==> src/rtl/uart_rx.sv <==
// uart_rx: 16x-oversampled UART receiver; start, DBIT data bits LSB first,
// even parity, one stop bit of SB_TICK ticks.
module uart_rx #(
    parameter int DBIT    = 8,
    parameter int SB_TICK = 16
) (
    input  logic            clk,
    input  logic            rst_n,
    input  logic            s_tick,
    input  logic            rx,
    output logic [DBIT-1:0] rx_dout,
    output logic            rx_done_tick,
    output logic            parity_err,
    output logic            frame_err,
    output logic            rx_busy
);
    localparam int NW = (DBIT > 1) ? $clog2(DBIT) : 1;
    typedef enum logic [2:0] {IDLE, START, DATA, PARITY, STOP} state_t;
    state_t          state, state_n;
    logic [3:0]      s, s_n;
    logic [NW-1:0]   n, n_n;
    logic [DBIT-1:0] b, b_n, dout_n;
    logic            par, par_n, perr, perr_n, pe_n, fe_n, done_n;
    logic            rx_m, rx_s;
    assign rx_busy = (state != IDLE);
    always_ff @(posedge clk) begin
        if (!rst_n) begin
            state        <= IDLE;
            s            <= '0;
            n            <= '0;
            b            <= '0;
            par          <= 1'b0;
            perr         <= 1'b0;
            rx_m         <= 1'b1;
            rx_s         <= 1'b1;
            rx_dout      <= '0;
            rx_done_tick <= 1'b0;
            parity_err   <= 1'b0;
            frame_err    <= 1'b0;
        end else begin
            state        <= state_n;
            s            <= s_n;
            n            <= n_n;
            b            <= b_n;
            par          <= par_n;
            perr         <= perr_n;
            rx_m         <= rx;
            rx_s         <= rx_m;
            rx_dout      <= dout_n;
            rx_done_tick <= done_n;
            parity_err   <= pe_n;
            frame_err    <= fe_n;
        end
    end
    always_comb begin
        state_n = state;
        s_n     = s;
        n_n     = n;
        b_n     = b;
        par_n   = par;
        perr_n  = perr;
        dout_n  = rx_dout;
        pe_n    = parity_err;
        fe_n    = frame_err;
        done_n  = 1'b0;
        case (state)
            IDLE: begin
                s_n   = '0;
                n_n   = '0;
                b_n   = '0;
                par_n = 1'b0;
                if (!rx_s) state_n = START;
            end
            START: if (s_tick) begin
                // mid-start-bit check rejects glitches shorter than half a bit
                if (s == 4'd7) begin
                    if (rx_s) state_n = IDLE;
                    else begin
                        s_n     = '0;
                        state_n = DATA;
                    end
                end else s_n = s + 4'd1;
            end
            DATA: if (s_tick) begin
                if (s == 4'd15) begin
                    s_n   = '0;
                    b_n   = {rx_s, b[DBIT-1:1]};
                    par_n = par ^ rx_s;
                    if (n == NW'(DBIT - 1)) state_n = PARITY;
                    else n_n = n + 1'b1;
                end else s_n = s + 4'd1;
            end
            PARITY: if (s_tick) begin
                if (s == 4'd15) begin
                    s_n     = '0;
                    perr_n  = rx_s ^ par;
                    state_n = STOP;
                end else s_n = s + 4'd1;
            end
            STOP: if (s_tick) begin
                if (s == 4'(SB_TICK - 1)) begin
                    state_n = IDLE;
                    done_n  = 1'b1;
                    dout_n  = b;
                    pe_n    = perr;
                    fe_n    = ~rx_s;
                end else s_n = s + 4'd1;
            end
            default: state_n = IDLE;
        endcase
    end
endmodule

==> config.mk <==
export PLATFORM = sky130hd
export DESIGN_NAME = uart_rx
export DESIGN_NICKNAME = d
export VERILOG_FILES = /design/src/rtl/uart_rx.sv
export SDC_FILE = /design/constraint.sdc
export NUM_CORES = 1
export LEC_CHECK = 0
export ABC_AREA = 1
export BUFFER_PORTS_ARGS = -buffer_cell sky130_fd_sc_hd__clkbuf_2
export CORE_MARGIN = 4
export CORE_UTILIZATION = 57
export CTS_CLUSTER_SIZE = 28
export DETAILED_ROUTE_END_ITERATION = 10
export GPL_ROUTABILITY_DRIVEN = 0
export GPL_TIMING_DRIVEN = 0
export HOLD_SLACK_MARGIN = 0.06
export PLACE_DENSITY = 0.79
export SYNTH_ARGS = -nofsm -noshare
export SYNTH_HDL_FRONTEND = slang
export SYNTH_SLANG_ARGS = --single-unit
==> constraint.sdc <==
create_clock -name clk -period 1.6 [get_ports clk]
set_input_delay 0.4 -clock clk [delete_from_list [all_inputs] [get_ports clk]]
set_output_delay 0.4 -clock clk [all_outputs]
set_load 0.02 [all_outputs]
**After elaboration in Yosys (flattened, before gate mapping)**

Cells that the tools add are included.

- Input bits: 4
- Register bits: 33
- Output and inout port bits: 12

- Add/subtract/negate cells: 2
- Bitwise gates (word level): 2
- Reduce and logical (&&, ||, !) cells: 12
- Eq/ne operators: 21
- Mux-type cells: 31

Operator list:

| operator | number |
|---|---|
| $mux W3 | 13 |
| $mux W4 | 7 |
| $ne A2 B2 Y1 const B | 12 |
| $mux W8 | 2 |
| $pmux W4 S4 | 1 |
| $pmux W8 S2 | 1 |
| $pmux W3 S5 | 1 |
| $reduce_and A3 Y1 | 4 |
| $reduce_and A10 Y1 | 1 |
| $eq A3 B2 Y1 const B | 2 |
| $eq A3 B3 Y1 const B | 2 |
| $pmux W3 S2 | 1 |
| $reduce_and A6 Y1 | 1 |
| $add A4 B1 Y4 const B | 1 |
| $eq A4 B3 Y1 const B | 1 |
| $eq A4 B4 Y1 const B | 1 |
| $reduce_and A4 Y1 | 1 |
| $reduce_bool A4 Y1 | 1 |
| $add A3 B1 Y3 const B | 1 |
| $eq A3 B1 Y1 const B | 1 |
| $logic_not A3 Y1 | 1 |
| $mux W1 | 3 |
| $ne A3 B3 Y1 const B | 1 |
| $reduce_bool A3 Y1 | 1 |
| other kinds (7) | 7 |

**Logic depth before layout (Yosys ltp)**

Gate-level depths: netlist of run 1.

- Word-level depth: 5
- Depth in mapped cells: 11
- Depth with buffers taken out: 11

**Worst setup path before layout of run 1**

Ideal clock, no wire load.

- Path kind: register to register
- Start: register s[0]
- End: register par
- Path slack: 0.173 ns
- Library setup time: 0.116 ns
- Arrival time: 1.310 ns
- Path buffers: 0
- Data required time: 1.484 ns
- Cell stages (with the launch flop): 10
- Cells stage by stage: dfxtp_1 > ha_1 > nand2_1 > inv_2 > nand2_2 > nand2_1 > nand3_4 > inv_2 > o21ai_0 > o211a_1

- Longest elaborated chain between the ends: 3

Ends and longest elaborated chain:

| what | line | RTL |
|---|---|---|
| start: declaration | 20 | `logic [3:0] s, s_n;` |
| start signal: assignment | 42 | `s <= s_n;` |
| $eq A4 B4 Y1 | 85 | `if (s == 4'd15) begin` |
| $ne A2 B2 Y1 (no line) | n/a |  |
| $reduce_and A3 Y1 (no line) | n/a |  |
| end signal: assignment | 45 | `par <= par_n;` |
| end: declaration | 23 | `logic par, par_n, perr, perr_n, pe_n, fe_n, done_n;` |

No other way between the ends.
A chain may end at the register's enable or synchronous reset.

**Final worst setup path of run 1**

- Start: register state[0]
- End: output rx_busy

- Longest elaborated chain between the ends: 1

Ends and longest elaborated chain:

| what | line | RTL |
|---|---|---|
| start: declaration | 19 | `state_t state, state_n;` |
| start signal: assignment | 41 | `state <= state_n;` |
| $reduce_bool A3 Y1 | 25 | `assign rx_busy = (state != IDLE);` |
| end: declaration | 15 | `output logic rx_busy` |

No other way between the ends.

==> results of run 1 <==
==> metal layers <==
layer	vias up	part of all wire [%]	global-route usage (%)
met1	658	43	24.3
li1	749	-	-
met5	-	0	0
met3	9	4.1	6.17
met4	0	1.7	7.74
met2	27	51	33.6
==> worst reg2reg max path: stages (launching register included) <==
cell and delay (ns):
dfxtp_4 0.38, ha_4 0.15, nand2_4 0.07, inv_4 0.07, nand2_4 0.06, nor2_4 0.14, inv_2 0.06, nor2_4 0.18
buf_6 0.15, o21ai_2 0.06, nor2_1 0.11
==> cells in the final DEF (no fill, tap or decap), types with 4 or more instances in the layout <==
| cell type | n |
|---|---|
| clkbuf_2 | 14 |
| buf_4 | 6 |
| nor2_1 | 42 |
| o21ai_0 | 9 |
| nand3_1 | 18 |
| nand2_2 | 5 |
| inv_1 | 14 |
| dfxtp_4 | 4 |
| nor2_4 | 5 |
| inv_2 | 6 |
| nand2_1 | 36 |
| a21oi_1 | 14 |
| dfxtp_1 | 29 |
| nor2_2 | 4 |
| clkbuf_4 | 6 |
==> through the flow <==
step | util (%) | std cells | area, um2
4_1_cts | 69.2 | 271 | 1780
3_5_place_dp | 65.9 | 261 | 1690
5_1_grt | 72.9 | 276 | 1870
3_3_place_gp | 65.9 | 261 | 1690
6_report | 72.9 | 276 | 1870
2_1_floorplan | - | 216 | 1580
==> area by class of cell <==
class | instances | area share [%]
buffer | 4 | 1.94
clock buffer | 5 | 2.01
clock inverter | 3 | 0.936
inverter | 23 | 5.01
multi-input combinational | 156 | 44.7
sequential | 33 | 36.1
tap | 30 | 2.01
timing repair buffer | 22 | 7.35
==> cell families (layout without fill, tap and decap cells) <==
group / count (synthesis) / count (layout) / share of synthesized area [%]
flops: 33 / 33 / 41.8
xor+xnor: 2 / 2 / 1.11
fa+ha+maj: 3 / 3 / 2.38
buf+inv: 27 / 57 / 7.52
compound gates: 31 / 31 / 10.5
simple gates: 120 / 120 / 36.7
==> path summary, 6_finish.rpt <==
kind,end,slack (ns),depth (start not counted)
min,rx_m$_SDFF_PN1_,0.27,2
min reg2reg,rx_s$_SDFF_PN1_,0.44,1
max,rx_busy,0.02,5
max reg2reg,rx_dout[5]$_SDFFE_PN0P_,0.10,10
==> registers in the layout (all words and copies together) (netlist names) <==
signal,cells
par,1
s,4
rx_dout,8
n,3
frame_err,1
rx_m,1
rx_done_tick,1
b,8
state,3
perr,1
parity_err,1
rx_s,1
==> repair_timing <==
action | 4_1_cts | 5_1_grt
pin swaps | 1 | 8
gates cloned | 0 | 1
buffers inserted | 2 | 4
gates resized for setup | 6 | 25
endpoints found under the setup margin | 19 | 29
hold buffers | 0 | 0
==> power groups by stage <==
| stage | registers, W | logic, W | clock network, W |
|---|---|---|---|
| after floorplan | 0.000967 | 0.000666 | 0 |
| after global routing | 0.000978 | 0.00108 | 0.000504 |
| after detailed placement | 0.000985 | 0.000801 | 0 |
| final | 0.000971 | 0.000954 | 0.000454 |
| after CTS | 0.000966 | 0.000853 | 0.000468 |
| after global placement | 0.000982 | 0.000795 | 0 |
==> results.cfg, run 1 <==
[power]
peakVddDrop_mv = 1.13
leakagePower_nw = 0.913
power_switching_w = 0.000956
p_int_w = 0.00142
clockPowerShare_pct = 19.1
p_total_w = 0.00238
swShare_pct = 40.2
powerDensity_nw_per_um2 = 1270
power_frac_seq_pct = 40.8
pwr-share-comb_pct = 40.1

[global_routing]
grt_pass1_wl_um = 5520
grt_overflow_total = 0
grt_use_total_pct = 20.1
grt_pass1_vias = 1271
antenna_found_initial = 0
grt_start_max_net_pins = 12

[logic_synthesis]
netlist_area_um2 = 1580
synth_fp_nets = 223
ys_top_cells_by_count = nor2_1 (43), nand2_1 (37), dfxtp_1 (33), nand3_1 (18), inv_1 (16)
syn_area_per_cell_um2 = 7.32
ys.flop_type = dfxtp_1
yosysMostFrequentCell = nor2_1
syn_inst = 216
yosysWarnings = 0
yosys-top-cells-area = dfxtp_1 (42%), nor2_1 (10%), nand2_1 (8.8%)
ys_async_sr_fraction_pct = 0
synth_cell_types = 27
yosysSeqAreaShare_pct = 41.8
ys_ff_latch = 33
synth_edf_count = 0
synth_top_area_cell = dfxtp_1
netlist.area_leader.share_pct = 41.8

[route]
vias_per_cell = 5.23
dr.pass1.iters = 5
routed-via-count = 1443
drtIter0Drc = 64
drt_wl_total_um = 3450
drc_errors = 0
wl_per_cell_um = 12.5
drtAntennaViolNets = 0

[timing]
setup_ws_ns = 0.0192
grt_setup_unrepaired = yes
fmax_mhz = 633
slew_headroom_pct = 70.8
tightest_slew_ns = 0.438
finalSetupViolCount = 0
finalHoldViolCount = 0
min_period_ns = 1.58
fin_crit_sh_pct = 98.8
setup_tns_ns = 0
finalClockSkew_ns = 0.00491
maxSlewViolCount = 0
whs_ns = 0.270

[setup_path]
cp-start-kind = flip-flop
crit_type = reg -> out
cp_cell_sequence = nor2_4 > inv_2 > nor2_2 > inv_1 > buf_6
crit_buf_inv = 3
crit_fanout = 3
endpoint_kind = output port
slowest_delay_ns = 0.37
critPathSlowestCell = dfxtp_4
path_delay_family = flip-flops
arrival_ns = 1.18
worstPathRequired_ns = 1.20
crit_path_start = state[0]$_SDFFE_PN0P_
rr_startpoint = s[1]$_SDFFE_PN0P_

[placement]
dpl.hpwl_um = 2230
port_buffers = 15
post-place-ws_ns = -0.0332

[floorplanning]
start_util_pct = 61.5
coreArea_um2 = 2570
die_w_um = 60.7
die_y_um = 60.7
rows = 18
io_pins = 16
die-area_um2 = 3680

[min_path]
holdCritPathClass = in -> reg
worstHoldStart = rx

[status]
status = finished, final reports clean

[layout]
n_antenna_cell = 0
nNetsFinal = 252
n_fill_cell = 224
drive_gt1_share_pct = 29.3
multiInputGateArea_um2 = 836
register_area_um2 = 676
syn_to_final_growth_pct = 18.4

[clock_network]
h-tree-depth = 2
clock_path_buffers = 2
clockRootBuffer = clkbuf_4
cts_buffers = 5
insertion_delay_ns = 0.33
clk_pin_slew_ns = 0.10
cts_tree = yes
numClockSinks = 33

[job]
cap_viol_max_count = 0
Note: power is estimated with default switching activity, not from simulation.
==> inputs of run 2 (changes only) <==
CORE_UTILIZATION = 60   (was 57)
PLACE_DENSITY = 0.83   (was 0.79)
clock period = 2 ns   (was 1.6 ns; I/O delays follow)
==> run 2 against run 1 <==
  * Count of clock-buffer cells in the layout unchanged
  * Register-to-register slack improved by 0.22 ns
  * Non-clock buffer count decreased by 7
  * Final cell count decreased by 2.5%
  * Sequential power decreased by 20%
  * Sequential share of layout area increased by 1.7 points
  * Die area decreased by 4.4%
  * Hold slack improved by 0.078 ns
  * Clock power decreased by 19%
  * Critical endpoint unchanged
==> results.cfg, run 2 (synthesized netlist as in run 1, its figures left out) <==
[layout]
drive_gt1_share_pct = 22.6
layout_commonest_cell = nor2_1
multiInputGateArea_um2 = 801
syn_to_final_growth_pct = 10.6
finalInstanceArea_um2 = 1750
layout.cells.non_filler = 269
fin_util_pct = 69.9
reg_top3 = b x8, rx_dout x8, s x4
n_antenna_cell = 0
register_area_um2 = 661
nNetsFinal = 245
n_fill_cell = 215
mostFrequentLayoutCells = nor2_1 (43), nand2_1 (37), dfxtp_1 (33)

[setup_path]
rr_startpoint = s[0]$_SDFFE_PN0P_
path_delay_family = flip-flops
crit_buf_inv = 3
crit_path_frequent_cell = inv_1
slowest_delay_ns = 0.40
arrival_ns = 1.38
reg2reg_setup_slack_ns = 0.32
cp_cell_sequence = nor2_4 > inv_1 > nor2_1 > inv_1 > clkbuf_2
reg2reg_depth = 9
crit_fanout = 8
endpoint_kind = output port
cp-start-kind = flip-flop
crit_type = reg -> out
worstPathRequired_ns = 1.50
critPathSlowestCell = dfxtp_1
reg2reg_to = par$_SDFFE_PN0P_

[route]
vias_per_cell = 5.24
routed-via-count = 1410
drtAntennaViolNets = 0
drt_wl_total_um = 3080
dr.pass1.iters = 4
drc_errors = 0
wl_per_cell_um = 11.5
drtIter0Drc = 63

[global_routing]
grtUsageMet3_pct = 5.23
grt_overflow_total = 0
antenna_found_initial = 0
grt_start_max_net_pins = 12
grt.busiest_layer = met2
use_met2_pct = 32.9
grt_pass1_wl_um = 5510
grt_use_total_pct = 20.6
use_met1_pct = 26.0
grt_pass1_vias = 1293

[timing]
finalHoldViolCount = 0
grt_setup_unrepaired = no
tightest_slew_ns = 0.446
slew_headroom_pct = 70.3
min_period_ns = 1.88
setup_tns_ns = 0
finalClockSkew_ns = 0.00741
finalSetupViolCount = 0
fmax_mhz = 531
whs_ns = 0.348
maxSlewViolCount = 0
fin_crit_sh_pct = 94.1

[clock_network]
cts_buffers = 5
cts_tree = yes
clk_pin_slew_ns = 0.10
clock_path_buffers = 2
post_cts_resize_count = 0
cts_setup_buffers = 0
holdBufCountCts = 0
numClockSinks = 33
clockRootBuffer = clkbuf_4
insertion_delay_ns = 0.34
h-tree-depth = 2

[job]
cap_viol_max_count = 0

[min_path]
whs_endpoint = rx_m$_SDFF_PN1_
worstHoldStart = rx
holdCritPathClass = in -> reg
hold_depth = 2

[floorplanning]
die_y_um = 59.3
start_util_pct = 63.2
io_pins = 16
die-area_um2 = 3520
rows = 18
coreArea_um2 = 2500
die_w_um = 59.3

[status]
status = finished, final reports clean

[power]
powerDensity_nw_per_um2 = 1020
peakVddDrop_mv = 0.737
leakagePower_nw = 0.849

[placement]
port_buffers = 15
dpl_cell_area_um2 = 1690
place_inst = 261
dpl.hpwl_um = 2280
[run 2: cell types whose count changed in the layout (fill, tap and decap cells not counted), sizes merged]
cell	delta
clkbuf	+1
buf	-8
[run 2: metal layers]
layer / vias up / routed length [um]
met2: 30 / 1470
li1: 736 / -
met3: 6 / 124
met4: 0 / 44
met1: 638 / 1450
met5: - / 0
[run 2: cell type report]
type | count | area share (%)
multi-input combinational | 156 | 45.8
sequential | 33 | 37.8
inverter | 23 | 4.94
timing repair buffer | 15 | 4.29
clock buffer | 5 | 2.15
tap | 30 | 2.15
buffer | 4 | 1.86
clock inverter | 3 | 1.00
[run 2: power by group]
group          internal [W]  total (W)  switching [W]
clock              0.000132   0.000368       0.000235
sequential         0.000706   0.000773      0.0000670
combinational      0.000216   0.000643       0.000427
[run 2: worst register-to-register path, cell delays in order, from the launching register on]
cell and delay, ns:
dfxtp_1 0.41, ha_1 0.20, nand2_1 0.12, inv_2 0.09, nand2_2 0.10, nand2_1 0.12
nand3_4 0.12, inv_2 0.17, o21ai_0 0.12, o211a_1 0.12
[run 2: how the worst max path moves through the flow]
stage | end | cells after the start | slack (ns) | startpoint
after floorplan | par$_SDFFE_PN0P_ | 9 | 0.57 | s[0]$_SDFFE_PN0P_
after global placement | par$_SDFFE_PN0P_ | 9 | 0.39 | s[0]$_SDFFE_PN0P_
after detailed placement | par$_SDFFE_PN0P_ | 9 | 0.36 | s[0]$_SDFFE_PN0P_
after CTS | rx_busy | 5 | 0.11 | state[0]$_SDFFE_PN0P_
after global routing | rx_busy | 5 | 0.03 | state[0]$_SDFFE_PN0P_
final | rx_busy | 5 | 0.12 | state[0]$_SDFFE_PN0P_
[run 2: stage by stage]
stage	worst slack (ns)	power (W)
after floorplan	0.573	0.00131
after global placement	0.390	0.00142
after detailed placement	0.358	0.00143
after CTS	0.112	0.00179
after global routing	0.0278	0.00192
final	0.118	0.00178
